==> src/rtl/audio_tone_gen.sv <==
// Multi-channel test-tone source: pixel-clock divider strobe, per-channel phase
// accumulators, and a two-stage waveform/attenuation pipeline into a packed bus.
module audio_tone_gen #(
    parameter int DIVIDER     = 1547,
    parameter int BIT_WIDTH   = 16,
    parameter int CHANNELS    = 2,
    parameter int PHASE_WIDTH = 24,
    parameter int ATTEN_WIDTH = 4
) (
    input  logic                             clk_pixel,
    input  logic                             reset,
    input  logic [CHANNELS*PHASE_WIDTH-1:0]  tuning_word,
    input  logic [CHANNELS*2-1:0]            mode,
    input  logic [CHANNELS*ATTEN_WIDTH-1:0]  atten,
    input  logic                             enable,
    output logic                             audio_en,
    output logic                             sample_valid,
    output logic [CHANNELS*BIT_WIDTH-1:0]    audio_sample_word
);

    localparam int CW = (DIVIDER > 2) ? $clog2(DIVIDER) : 1;
    localparam logic [CW-1:0] LAST = CW'(DIVIDER - 1);

    typedef enum logic [1:0] {
        WAVE_SILENCE = 2'd0,
        WAVE_SAW     = 2'd1,
        WAVE_SQUARE  = 2'd2,
        WAVE_TRI     = 2'd3
    } wave_t;

    logic [CW-1:0]                 counter;
    logic                          strobe_d;
    logic [PHASE_WIDTH-1:0]        phase   [CHANNELS];
    wave_t                         mode_q  [CHANNELS];
    logic [ATTEN_WIDTH-1:0]        atten_q [CHANNELS];
    logic signed [BIT_WIDTH-1:0]   shaped  [CHANNELS];

    function automatic logic signed [BIT_WIDTH-1:0] shape(wave_t m, logic [BIT_WIDTH-1:0] p);
        logic [BIT_WIDTH-2:0] q;
        logic [BIT_WIDTH-1:0] v;
        q = p[BIT_WIDTH-1] ? ~p[BIT_WIDTH-2:0] : p[BIT_WIDTH-2:0];
        case (m)
            WAVE_SAW:    v = {~p[BIT_WIDTH-1], p[BIT_WIDTH-2:0]};
            WAVE_SQUARE: v = p[BIT_WIDTH-1] ? {1'b1, {(BIT_WIDTH-2){1'b0}}, 1'b1}
                                            : {1'b0, {(BIT_WIDTH-1){1'b1}}};
            WAVE_TRI:    v = {~q[BIT_WIDTH-2], q[BIT_WIDTH-3:0], 1'b0};
            default:     v = '0;
        endcase
        return v;
    endfunction

    // Shifts of W-1 or more collapse to the sign: 0 for positive, -1 for negative.
    function automatic logic signed [BIT_WIDTH-1:0] attenuate(logic signed [BIT_WIDTH-1:0] v,
                                                               logic [ATTEN_WIDTH-1:0] a);
        if (int'(a) >= BIT_WIDTH - 1)
            return v[BIT_WIDTH-1] ? '1 : '0;
        return v >>> a;
    endfunction

    always_comb begin
        for (int unsigned c = 0; c < CHANNELS; c++) begin
            shaped[c] = attenuate(shape(mode_q[c], phase[c][PHASE_WIDTH-1 -: BIT_WIDTH]), atten_q[c]);
        end
    end

    always_ff @(posedge clk_pixel) begin
        if (reset) begin
            counter           <= '0;
            audio_en          <= 1'b0;
            strobe_d          <= 1'b0;
            sample_valid      <= 1'b0;
            audio_sample_word <= '0;
            for (int unsigned c = 0; c < CHANNELS; c++) begin
                phase[c]   <= '0;
                mode_q[c]  <= WAVE_SILENCE;
                atten_q[c] <= '0;
            end
        end else begin
            if (enable)
                counter <= (counter == LAST) ? '0 : counter + CW'(1);
            audio_en     <= enable && (counter == LAST);
            strobe_d     <= audio_en;
            sample_valid <= strobe_d;

            // Inputs are sampled only at the strobe so mode changes stay sample-aligned.
            if (audio_en) begin
                for (int unsigned c = 0; c < CHANNELS; c++) begin
                    phase[c]   <= phase[c] + tuning_word[c*PHASE_WIDTH +: PHASE_WIDTH];
                    mode_q[c]  <= wave_t'(mode[c*2 +: 2]);
                    atten_q[c] <= atten[c*ATTEN_WIDTH +: ATTEN_WIDTH];
                end
            end

            if (strobe_d) begin
                for (int unsigned c = 0; c < CHANNELS; c++) begin
                    audio_sample_word[c*BIT_WIDTH +: BIT_WIDTH] <= shaped[c];
                end
            end
        end
    end

endmodule

==> config.mk <==
export PLATFORM = sky130hd
export DESIGN_NAME = audio_tone_gen
export DESIGN_NICKNAME = d
export VERILOG_FILES = /design/src/rtl/audio_tone_gen.sv
export SDC_FILE = /design/constraint.sdc
export NUM_CORES = 1
export LEC_CHECK = 0
export ABC_CLOCK_PERIOD_IN_PS = 3800
export BUFFER_PORTS_ARGS = -buffer_cell sky130_fd_sc_hd__buf_4
export CAP_MARGIN = 20
export CORE_ASPECT_RATIO = 1.5
export CORE_MARGIN = 4
export CORE_UTILIZATION = 55
export CTS_CLUSTER_DIAMETER = 60
export DETAILED_ROUTE_END_ITERATION = 16
export PLACE_DENSITY = 0.84
export RECOVER_POWER = 50
export SLEW_MARGIN = 20
export SYNTH_ARGS = -nofsm -noshare
export SYNTH_HDL_FRONTEND = slang
export SYNTH_SLANG_ARGS = --single-unit
==> constraint.sdc <==
create_clock -name clk_pixel -period 3.8 [get_ports clk_pixel]
set_clock_uncertainty 0.1 [all_clocks]
set_input_delay 0.76 -clock clk_pixel [delete_from_list [all_inputs] [get_ports clk_pixel]]
set_output_delay 0.76 -clock clk_pixel [all_outputs]
set_load 0.05 [all_outputs]
## After elaboration in Yosys (flattened, before gate mapping)

Memories as Yosys holds them, arrays and structs flattened.
Cells that the tools add are included.

- Register bits after elaboration: 46
- Bits in latches: 0
- Memory bits (writable): 60
- Memory bits (read-only): 0
- Input bits: 63
- Output and inout bits: 34
- Logic and storage cells: 61
- Memories: 3

- Add/sub/neg operators: 3
- Multiply operators: 0
- Div/mod/pow operators: 0
- $lt $le $gt $ge: 2
- Eq/ne operators: 7
- Shift-type cells: 2
- Mux-type cells: 26
- Bitwise logic cells: 12
- Reductions and logical operators: 1

Memories:

| name | depth | bits a word | read ports | clocked after memory_dff | write ports | line | RTL |
|---|---|---|---|---|---|---|---|
| phase | 2 | 24 | 2 | 0 | 2 | 33 | `logic [PHASE_WIDTH-1:0] phase [CHANNELS];` |
| atten_q | 2 | 4 | 2 | 0 | 2 | 35 | `logic [ATTEN_WIDTH-1:0] atten_q [CHANNELS];` |
| mode_q | 2 | 2 | 2 | 0 | 2 | 34 | `wave_t mode_q [CHANNELS];` |

Operators by type and width:

| kind | number |
|---|---|
| two-way mux 16 bit | 8 |
| one-hot mux 16 bit (3 select lines) | 2 |
| adder 24 bit | 2 |
| two-way mux 24 bit | 2 |
| >>> shifter 16 x 4 -> 16 bit | 2 |
| two-way mux 15 bit | 2 |
| NOT 15 bit | 2 |
| adder 11 x 1 -> 11 bit, second input constant | 1 |
| equality test 11 bit, second input constant | 1 |
| two-way mux 11 bit | 1 |
| equality test 2 bit, second input constant | 4 |
| >= comparator 4 bit, second input constant | 2 |
| two-way mux 4 bit | 2 |
| two-way mux 1 bit | 7 |
| bitwise OR 1 bit | 6 |
| equality test 2 x 1 -> 1 bit, second input constant | 2 |
| two-way mux 2 bit | 2 |
| NOT 1 bit | 4 |
| logical AND 1 bit | 1 |

## Depth between registers and ports, before layout

Gate-level depths: netlist (run 1).

- Word-level depth: 7
- Mapped depth: 9
- Depth with buffers taken out: 9

## Worst setup path before layout (run 1)

Ideal clock, no wire load.

- Path kind: in2reg
- Start point: in tuning_word[0]
- End point: mem phase[0][22], data pin
- Library setup time: 0.260 ns
- Data arrival time: 2.864 ns
- Required time: 3.440 ns
- Slack: 0.576 ns
- Stages: 9
- Path buffers: 0
- Cells stage by stage: ha_1 > fa_1 > a211oi_1 > o21ai_1 > a31oi_2 > o31ai_1 > a2111oi_0 > o21bai_1 > mux2i_1

RTL lines:

| element | line | RTL |
|---|---|---|
| start: declaration | 12 | `input logic [CHANNELS*PHASE_WIDTH-1:0] tuning_word,` |
| end: declaration | 33 |  |

==> metrics.yaml, run 1 <==
global_route:
  grt_remaining_overflow: 0
  grt_pass1_vias: 7014
  grt_max_degree: 44
  antenna_found_initial: 0
  grt_first_pass_wirelength_um: 33200
  grtUsageTotal_pct: 22.9
job:
  max-cap-violations: 1
pwr:
  p_seq_share_pct: 43.8
  p_per_area_nw_per_um2: 316
  ir_drop_v: 0.000194
  power.share.switching_pct: 31.4
  p_leak_nw: 3.67
  netSwitchingPower_w: 0.000938
  clockPowerShare_pct: 31.4
  p_int_w: 0.00205
  combPwrFrac_pct: 24.8
logic_synthesis:
  syn_area_um2: 8500
  ys_types: 75
  synth-warning-count: 0
  seq_area_frac_synth_pct: 32.0
  ys.flop_type: "edfxtp_1"
  syn_inst: 948
  synthArstFlopShare_pct: 0
  syn-num-nets: 1061
  synth_edf_count: 60
  ys_ff_latch: 106
  synth.avg_cell_area_um2: 8.97
setup_path:
  end_kind: "flip-flop"
  crit_path_max_fanout: 34
  cp_num_buf_inv: 2
  r2r_cells: 7
  reg2reg_slack_ns: 0.69
  cp_cell_sequence: "clkbuf_2 > or2_0 > buf_12"
  cp.required_ns: 3.75
  critPathLaunch: "reset"
  crit_family: "simple AND/OR/NAND/NOR gates"
  max_stage_delay_ns: 1.64
  critical_path_class: "in2reg"
  cp.arrival_ns: 3.25
  critPathLaunchType: "primary input"
  worstSetupPathDepth: 3
  r2r_start: "mode_q[0][2]$_SDFFCE_PN0P_"
  crit_path_top_delay_cell: "or2_0"
  worstReg2RegEnd: "audio_sample_word[20]$_SDFFE_PP0P_"
  crit_end: "phase[0][42]$_SDFFCE_PN0P_"
outcome:
  status: "finished, violations left"
  violations: "max-capacitance violations, max-slew violations"
floorplanning:
  ios: 97
  start_util_pct: 56.2
  num_rows: 55
  fp.coreArea_um2: 15100
  dieHeight_um: 160
  die-area_um2: 17600
  die_w_um: 110
placement:
  gp_congestion: 0.906
  hpwl_um: 15000
  io_buffers: 96
clock_tree:
  ctsResizeCount: 0
  post_cts_buffers: 0
  htreeDepth: 3
  cts_made_buffers: 9
  clk_latency_ns: 0.36
  path_clk_slew_ns: 0.07
  cts_tree: "done"
  holdBufCountCts: 0
  clock-sinks: 106
  cts_root_buffer: "clkbuf_16"
  clockBufferDepth: 2
timing:
  min_period_ns: 3.30
  rsz0062_at_grt: "false"
  finalMaxSlewViolations: 27
  setup_viol: 0
  max_freq_mhz: 303
  hold_viol_final: 0
  maxSlewHeadroom_pct: -44.0
  period_share_pct: 86.8
  worst_pin_slew_ns: 2.16
  tns_ns: 0
route:
  ant_nets: 0
  drc: 0
  wl_per_cell_um: 16.8
  num_vias: 7529
  vias_per_cell: 6.24
  first_iter_violations: 485
  routed_wl_um: 20300
  dr.pass1.iters: 5
final_layout:
  fillerInstances: 1351
  n_antenna_cell: 0
  post-route-util_pct: 62.3
  layout_common_cells: "nor2_1, buf_4, nand2_1"
  syn2layout_area_growth_pct: 11.0
  drive_above_1_share_pct: 11.4
  layout_commonest_cell: "nor2_1"
  fin_nets: 1116
min_path:
  hold_path.class: "reg2reg"
-- synthesized netlist by cell type (14+ instances only) --
cell | number | share of area [%]
a211oi_1 | 22 | 1.9
a21o_1 | 19 | 1.7
a21oi_1 | 50 | 2.9
a221o_1 | 18 | 2.1
and2_1 | 18 | 1.3
and4b_1 | 24 | 2.8
buf_2 | 14 | 0.82
clkbuf_1 | 38 | 1.7
dfxtp_1 | 46 | 11
edfxtp_1 | 60 | 21
ha_1 | 48 | 7.1
inv_1 | 18 | 0.79
mux2i_1 | 33 | 3.9
nand2_1 | 64 | 2.8
nand2b_1 | 33 | 2.4
nand3_1 | 21 | 1.2
nor2_1 | 100 | 4.4
nor2b_1 | 14 | 1.0
nor3_1 | 20 | 1.2
o21ai_0 | 35 | 2.1
xnor2_1 | 23 | 2.4
xor2_1 | 22 | 2.3
-- per-stage QoR --
step	hold slack [ns]	total power, W	instances	worst slack [ns]	cell area [um^2]
after floorplan	0.379	0.00188	948	0.576	8500
after global placement	0.351	0.00204	1190	0.333	9270
after detailed placement	0.355	0.00206	1190	0.304	9270
after CTS	0.368	0.00299	1206	0.654	9550
after global routing	0.392	0.00313	1207	0.293	9440
final	0.364	0.00299	1207	0.502	9440
-- worst min-delay path: cells and delay by family, from the launching register on --
family / cells / cell delay, ns
AOI/OAI and AO/OA: 1 / 0.05
DFF: 1 / 0.31
and+or+nand+nor: 1 / 0.06
-- flip-flops by register name, indices dropped and copies added, names as in the netlist --
| register | cells |
|---|---|
| strobe_d | 1 |
| phase | 48 |
| mode_q | 4 |
| sample_valid | 1 |
| atten_q | 8 |
| counter | 11 |
| audio_sample_word | 32 |
| audio_en | 1 |
-- power groups by stage --
stage | logic, W | clock network [W] | registers, W
floorplan | 0.000588 | 0 | 0.00129
global placement | 0.000711 | 0 | 0.00133
detailed placement | 0.000724 | 0 | 0.00134
CTS | 0.000728 | 0.000951 | 0.00131
global route | 0.000817 | 0.000999 | 0.00132
finish | 0.000739 | 0.000938 | 0.00131
-- logic make-up (layout without fill, tap and decap cells) --
family / after synthesis / after routing / synth area share [%]
buffers and inverters: 80 / 140 / 4.09
AO/OA/AOI/OAI: 268 / 268 / 22.0
adder cells (fa/ha/maj): 50 / 50 / 7.53
AND/OR/NAND/NOR: 345 / 345 / 21.4
flip-flops: 106 / 106 / 32.0
XOR/XNOR: 45 / 45 / 4.63
multiplexers: 54 / 54 / 8.30
-- layer usage --
layer	up-vias	GRT usage, %	share of wire [%]
met2	197	39.3	50
met4	0	8.51	2.0
met5	-	0	0
li1	3719	-	-
met1	3588	28.6	43
met3	25	3.60	4.6
-- layout make-up --
type                       count  area [um^2]  area share, %
clock buffer                   9          225           2.39
multi-input combinational    762         5430           57.6
clock inverter                 7         58.8          0.623
timing repair buffer         105          676           7.16
tap                          199          249           2.64
sequential                   106         2720           28.9
inverter                      19         71.3          0.756
-- worst min-delay path by stage --
| stage | from | to | cells after the start |
|---|---|---|---|
| after floorplan | counter[10]$_SDFFE_PP0P_ | counter[10]$_SDFFE_PP0P_ | 2 |
| after global placement | audio_sample_word[9]$_SDFFE_PP0P_ | audio_sample_word[9]$_SDFFE_PP0P_ | 2 |
| after detailed placement | audio_sample_word[9]$_SDFFE_PP0P_ | audio_sample_word[9]$_SDFFE_PP0P_ | 2 |
| after CTS | audio_sample_word[9]$_SDFFE_PP0P_ | audio_sample_word[9]$_SDFFE_PP0P_ | 2 |
| after global routing | audio_sample_word[11]$_SDFFE_PP0P_ | audio_sample_word[11]$_SDFFE_PP0P_ | 2 |
| final | audio_sample_word[9]$_SDFFE_PP0P_ | audio_sample_word[9]$_SDFFE_PP0P_ | 2 |
Note: power is estimated with default switching activity, not from simulation.
==> run 2, diff against run 1 <==
- ABC_AREA: default -> 1
==> metrics.yaml, run 2 <==
setup_path:
  reg2reg_slack_ns: 1.18
  critPathLaunchType: "primary input"
  cp_cell_sequence: "clkbuf_4 > ha_1 > fa_1 > nand2_1 > nand2_1 > o21ai_1 > nor2_1 > nor2_1 > o21ai_1 > inv_1 > nor2_1 > nor2_1 > inv_1 > nor2_1 > nor2_1"
  r2r_start: "phase[0][47]$_SDFFCE_PN0P_"
  end_kind: "flip-flop"
  worstReg2RegEnd: "audio_sample_word[22]$_SDFFE_PP0P_"
  crit_path_top_delay_cell: "fa_1"
  crit_family: "simple AND/OR/NAND/NOR gates"
  cp_common_cell: "nor2_1"
  cp.arrival_ns: 2.70
  crit_path_max_fanout: 4
  cp.required_ns: 3.82
  r2r_cells: 11
  max_stage_delay_ns: 0.39
  cp_num_buf_inv: 3
  critical_path_class: "in2reg"
final_layout:
  drive_above_1_share_pct: 7.51
  regMostFlops: "phase"
  n_antenna_cell: 0
  syn2layout_area_growth_pct: 11.0
  fillerInstances: 1468
  layout_common_cells: "nand2_1, nand3_1, inv_1"
  fin_nets: 1453
  layout_commonest_cell: "nand2_1"
  largest_reg_flops: 48
  reg_top3: "phase: 48 flops, audio_sample_word: 32 flops, counter: 11 flops"
timing:
  rsz0062_at_grt: "false"
  maxSlewHeadroom_pct: -3.81
  worst_pin_slew_ns: 1.56
  holdWs_ns: 0.368
  period_share_pct: 70.7
  max_freq_mhz: 372
  finalMaxSlewViolations: 61
  tns_ns: 0
  min_period_ns: 2.69
  setup_viol: 0
  setup_ws_ns: 1.11
  hold_viol_final: 0
clock_tree:
  clockBufferDepth: 2
  cts_root_buffer: "clkbuf_16"
  path_clk_slew_ns: 0.07
  holdBufCountCts: 0
  clk_latency_ns: 0.36
  ctsResizeCount: 0
  cts_tree: "done"
  htreeDepth: 3
  clock-sinks: 106
  post_cts_buffers: 0
  cts_made_buffers: 9
logic_synthesis:
  yosys-top-cells-area: "edfxtp_1, nand2_1, nand3_1"
  synth_top_area_cell: "edfxtp_1"
  ys_ff_latch: 106
  synth.avg_cell_area_um2: 6.65
  ys_types: 43
  synthTopCellsByCount: "nand2_1, nand3_1, inv_1"
  synth-warning-count: 0
  ys.flop_type: "edfxtp_1"
  netlist.area_leader.share_pct: 21.2
  seq_area_frac_synth_pct: 32.1
  syn_inst: 1275
  synthArstFlopShare_pct: 0
  synth_edf_count: 60
  synth_most_common_cell: "nand2_1"
  syn-num-nets: 1388
  syn_area_um2: 8480
placement:
  hpwl_um: 17000
  place_ws_ns: 0.741
  io_buffers: 96
  gp_congestion: 0.940
floorplanning:
  fp.coreArea_um2: 15100
  dieHeight_um: 160
  die-area_um2: 17500
  num_rows: 55
  ios: 97
  die_w_um: 109
  start_util_pct: 56.0
global_route:
  grtUsageTotal_pct: 25.3
  grt_first_pass_wirelength_um: 36800
  grt_pass1_vias: 8247
  grt_remaining_overflow: 0
  antenna_found_initial: 0
  grt_max_degree: 61
pwr:
  p_int_w: 0.00199
  p_per_area_nw_per_um2: 303
  ir_drop_v: 0.000304
  p_seq_share_pct: 44.8
  combPwrFrac_pct: 20.2
  netSwitchingPower_w: 0.000860
  p_leak_nw: 4.31
  clockPowerShare_pct: 35.0
  power.share.switching_pct: 30.2
  power_w: 0.00285
job:
  max-cap-violations: 1
min_path:
  worstHoldPathCells: 2
  hold_path_startpoint: "audio_sample_word[11]$_SDFFE_PP0P_"
  hold_path.class: "reg2reg"
  holdPathEnd: "audio_sample_word[11]$_SDFFE_PP0P_"
route:
  num_vias: 8666
  drc: 0
  routed_wl_um: 21900
  wl_per_cell_um: 14.2
  vias_per_cell: 5.61
  ant_nets: 0
  dr.pass1.iters: 5
  first_iter_violations: 611
outcome:
  violations: "max-capacitance violations, max-slew violations"
  status: "finished, violations left"
[run 2: kinds of logic (layout without fill, tap and decap cells)]
| family | Yosys count | count (layout) | share of synthesized area (%) |
|---|---|---|---|
| simple gates | 697 | 697 | 35.9 |
| fa+ha+maj | 50 | 50 | 7.55 |
| buf+inv | 178 | 248 | 8.78 |
| xor+xnor | 5 | 5 | 0.516 |
| flops | 106 | 106 | 32.1 |
| compound gates | 239 | 239 | 15.1 |
[run 2: how the worst max path moves through the flow]
stage | slack [ns] | startpoint | cells after the start | end
floorplan | 0.69 | reset | 4 | atten_q[0][0]$_SDFFCE_PN0P_
global placement | 0.78 | tuning_word[24] | 15 | phase[0][34]$_SDFFCE_PN0P_
detailed placement | 0.74 | tuning_word[24] | 15 | phase[0][34]$_SDFFCE_PN0P_
CTS | 1.12 | tuning_word[24] | 15 | phase[0][34]$_SDFFCE_PN0P_
global route | 0.88 | tuning_word[24] | 15 | phase[0][34]$_SDFFCE_PN0P_
finish | 1.11 | tuning_word[24] | 15 | phase[0][34]$_SDFFCE_PN0P_
[run 2: stage by stage]
stage | utilization (%) | cell area (um^2) | cells
floorplan | - | 8480 | 1275
detailed placement | 61.1 | 9250 | 1528
global placement | 61.1 | 9250 | 1528
CTS | 63.2 | 9570 | 1544
global route | 62.2 | 9420 | 1544
finish | 62.2 | 9420 | 1544
[run 2: power by group through the flow]
stage | Combinational [W] | Clock [W] | Sequential [W]
global route | 0.000655 | 0.00104 | 0.00128
floorplan | 0.000428 | 0 | 0.00128
finish | 0.000576 | 0.000998 | 0.00128
CTS | 0.000573 | 0.00100 | 0.00127
global placement | 0.000559 | 0 | 0.00130
detailed placement | 0.000569 | 0 | 0.00130
[run 2: tightest hold or removal path, stage by stage (launching register included)]
cell     delay, ns
dfxtp_1       0.31
nand2_1       0.06
a21oi_1       0.05
[run 2: area by class of cell]
class	instances	area [um^2]	share of cell area, %
Multi-Input combinational cell	991	5020	53.3
Sequential cell	106	2720	28.9
Timing Repair Buffer	100	613	6.51
Inverter	132	498	5.29
Clock buffer	12	289	3.07
Tap cell	199	249	2.64
Clock inverter	4	27.5	0.292
[run 2: layer usage]
metal  track usage, %  vias up  routed length [um]
met3             3.44       41                 952
li1                 -     4477                   -
met4             8.96        0                 609
met1             30.8     3940                9210
met5                0        -                   0
met2             44.8      208               11200
==> run 3, diff against run 2 <==
- ABC_AREA: 1 -> 0
- ABC_CLOCK_PERIOD_IN_PS: 3800 -> 2700
- clock period: 3.8 -> 2.7 ns (I/O delays scaled with it)
==> metrics.yaml, run 3 (synthesis results as in run 1) <==
final_layout:
  layout_commonest_cell: "buf_4"
  fillerInstances: 1285
  layout_common_cells: "buf_4, nor2_1, nand2_1"
  reg_top3: "phase: 48 flops, audio_sample_word: 32 flops, counter: 11 flops"
  syn2layout_area_growth_pct: 18.6
  fin_nets: 1186
  drive_above_1_share_pct: 18.9
  post-route-util_pct: 66.6
  regMostFlops: "phase"
  largest_reg_flops: 48
  n_antenna_cell: 0
clock_tree:
  clock-sinks: 106
  cts_tree: "done"
  cts_root_buffer: "clkbuf_16"
  clk_latency_ns: 0.36
  cts_made_buffers: 9
  htreeDepth: 3
  path_clk_slew_ns: 0.09
  clockBufferDepth: 2
  holdBufCountCts: 0
route:
  dr.pass1.iters: 7
  num_vias: 7949
  first_iter_violations: 514
  routed_wl_um: 21600
  drc: 0
  wl_per_cell_um: 16.9
  ant_nets: 0
  vias_per_cell: 6.22
timing:
  maxSlewHeadroom_pct: -7.47
  worst_pin_slew_ns: 1.61
  rsz0062_at_grt: "true"
  finalMaxSlewViolations: 61
  setup_ws_ns: -0.00298
  setup_viol: 1
  hold_viol_final: 0
  min_period_ns: 2.70
  max_freq_mhz: 370
  period_share_pct: 100
placement:
  gp_congestion: 0.948
  place_ws_ns: -0.340
  hpwl_um: 16100
  io_buffers: 96
global_route:
  grt_max_degree: 61
  grtUsageTotal_pct: 24.8
  antenna_found_initial: 0
  grt_pass1_vias: 7687
  grt_first_pass_wirelength_um: 36300
  grt_remaining_overflow: 0
setup_path:
  reg2reg_slack_ns: -0.003
  crit_path_top_delay_cell: "edfxtp_1"
  worstReg2RegEnd: "phase[0][13]$_SDFFCE_PN0P_"
  critical_path_class: "reg2reg"
  r2r_start: "phase[0][1]$_SDFFCE_PN0P_"
  critPathLaunchType: "flip-flop"
  max_stage_delay_ns: 0.41
  cp_cell_sequence: "ha_1 > a211oi_1 > o21ai_1 > o311a_1 > or2_2 > a311oi_2 > xor2_1 > nor2_1"
  cp_num_buf_inv: 0
  cp.required_ns: 2.70
  crit_path_max_fanout: 3
  r2r_cells: 8
  cp.arrival_ns: 2.70
  crit_family: "compound AO/OA/AOI/OAI gates"
  end_kind: "flip-flop"
job:
  max-cap-violations: 1
min_path:
  hold_path_startpoint: "enable"
  hold_path.class: "in2reg"
  holdPathEnd: "counter[1]$_SDFFE_PP0P_"
  worstHoldPathCells: 2
outcome:
  violations: "max-capacitance violations, max-slew violations, negative setup slack"
  status: "finished, violations left"
floorplanning:
  num_rows: 55
  start_util_pct: 56.2
  dieHeight_um: 160
  fp.coreArea_um2: 15100
  die-area_um2: 17600
  ios: 97
  die_w_um: 110
pwr:
  p_leak_nw: 4.05
  ir_drop_v: 0.000297
  p_per_area_nw_per_um2: 437
## run 3: how the worst max path moves through the flow
| stage | endpoint | slack (ns) | cells past startpoint | from |
|---|---|---|---|---|
| final | phase[0][13]$_SDFFCE_PN0P_ | -0.003 | 8 | phase[0][1]$_SDFFCE_PN0P_ |
| after global routing | phase[0][16]$_SDFFCE_PN0P_ | -0.04 | 10 | phase[0][0]$_SDFFCE_PN0P_ |
| after CTS | phase[0][22]$_SDFFCE_PN0P_ | 0.02 | 9 | phase[0][0]$_SDFFCE_PN0P_ |
| after detailed placement | phase[0][13]$_SDFFCE_PN0P_ | -0.34 | 9 | tuning_word[1] |
| after global placement | phase[0][13]$_SDFFCE_PN0P_ | -0.22 | 9 | tuning_word[1] |
| after floorplan | phase[0][22]$_SDFFCE_PN0P_ | -0.05 | 9 | tuning_word[0] |
## run 3: final cells by class
type                    count  area [um^2]  share of cell area [%]
multi-input cells         762         5550                    55.0
inverters                  19         71.3                   0.707
flip-flops and latches    106         2720                    27.0
clock buffers               9          225                    2.23
repair buffers            175         1190                    11.8
clock inverters             7         73.8                   0.732
well taps                 199          249                    2.47
## run 3: timing repair
item,CTS,global route
resized for setup,3,8
setup endpoints to repair,2,18
pin swaps,3,8
buffers inserted,1,1
## run 3: metal layers
metal  track usage [%]  share of wire (%)
met2              43.0                 51
met5                 0                  0
met3              4.25                5.6
met4              7.54                2.2
met1              31.1                 41
## run 3: worst reg2reg max path, stage by stage (launching register included)
cell      delay [ns]
edfxtp_1        0.41
ha_1            0.32
a211oi_1        0.25
o21ai_1         0.17
o311a_1         0.33
or2_2           0.30
a311oi_2        0.29
xor2_1          0.23
nor2_1          0.06
## run 3: report_power, final
group | internal [W] | leakage, nW | switching (W)
combinational | 0.000590 | 2.96 | 0.000641
sequential | 0.00175 | 0.940 | 0.0000648
clock | 0.000667 | 0.150 | 0.000698
total | 0.00301 | 4.05 | 0.00140
## run 3: metrics by stage
step                      cells  total power (W)  setup TNS [ns]  hold slack (ns)  cell area [um^2]
after global placement     1259          0.00300           -2.50            0.354              9840
after floorplan             948          0.00266         -0.0571            0.379              8560
after global routing       1277          0.00463          -0.128            0.327             10100
after detailed placement   1259          0.00304           -3.53            0.361              9840
after CTS                  1276          0.00440               0            0.326             10200
final                      1277          0.00441        -0.00298            0.328             10100
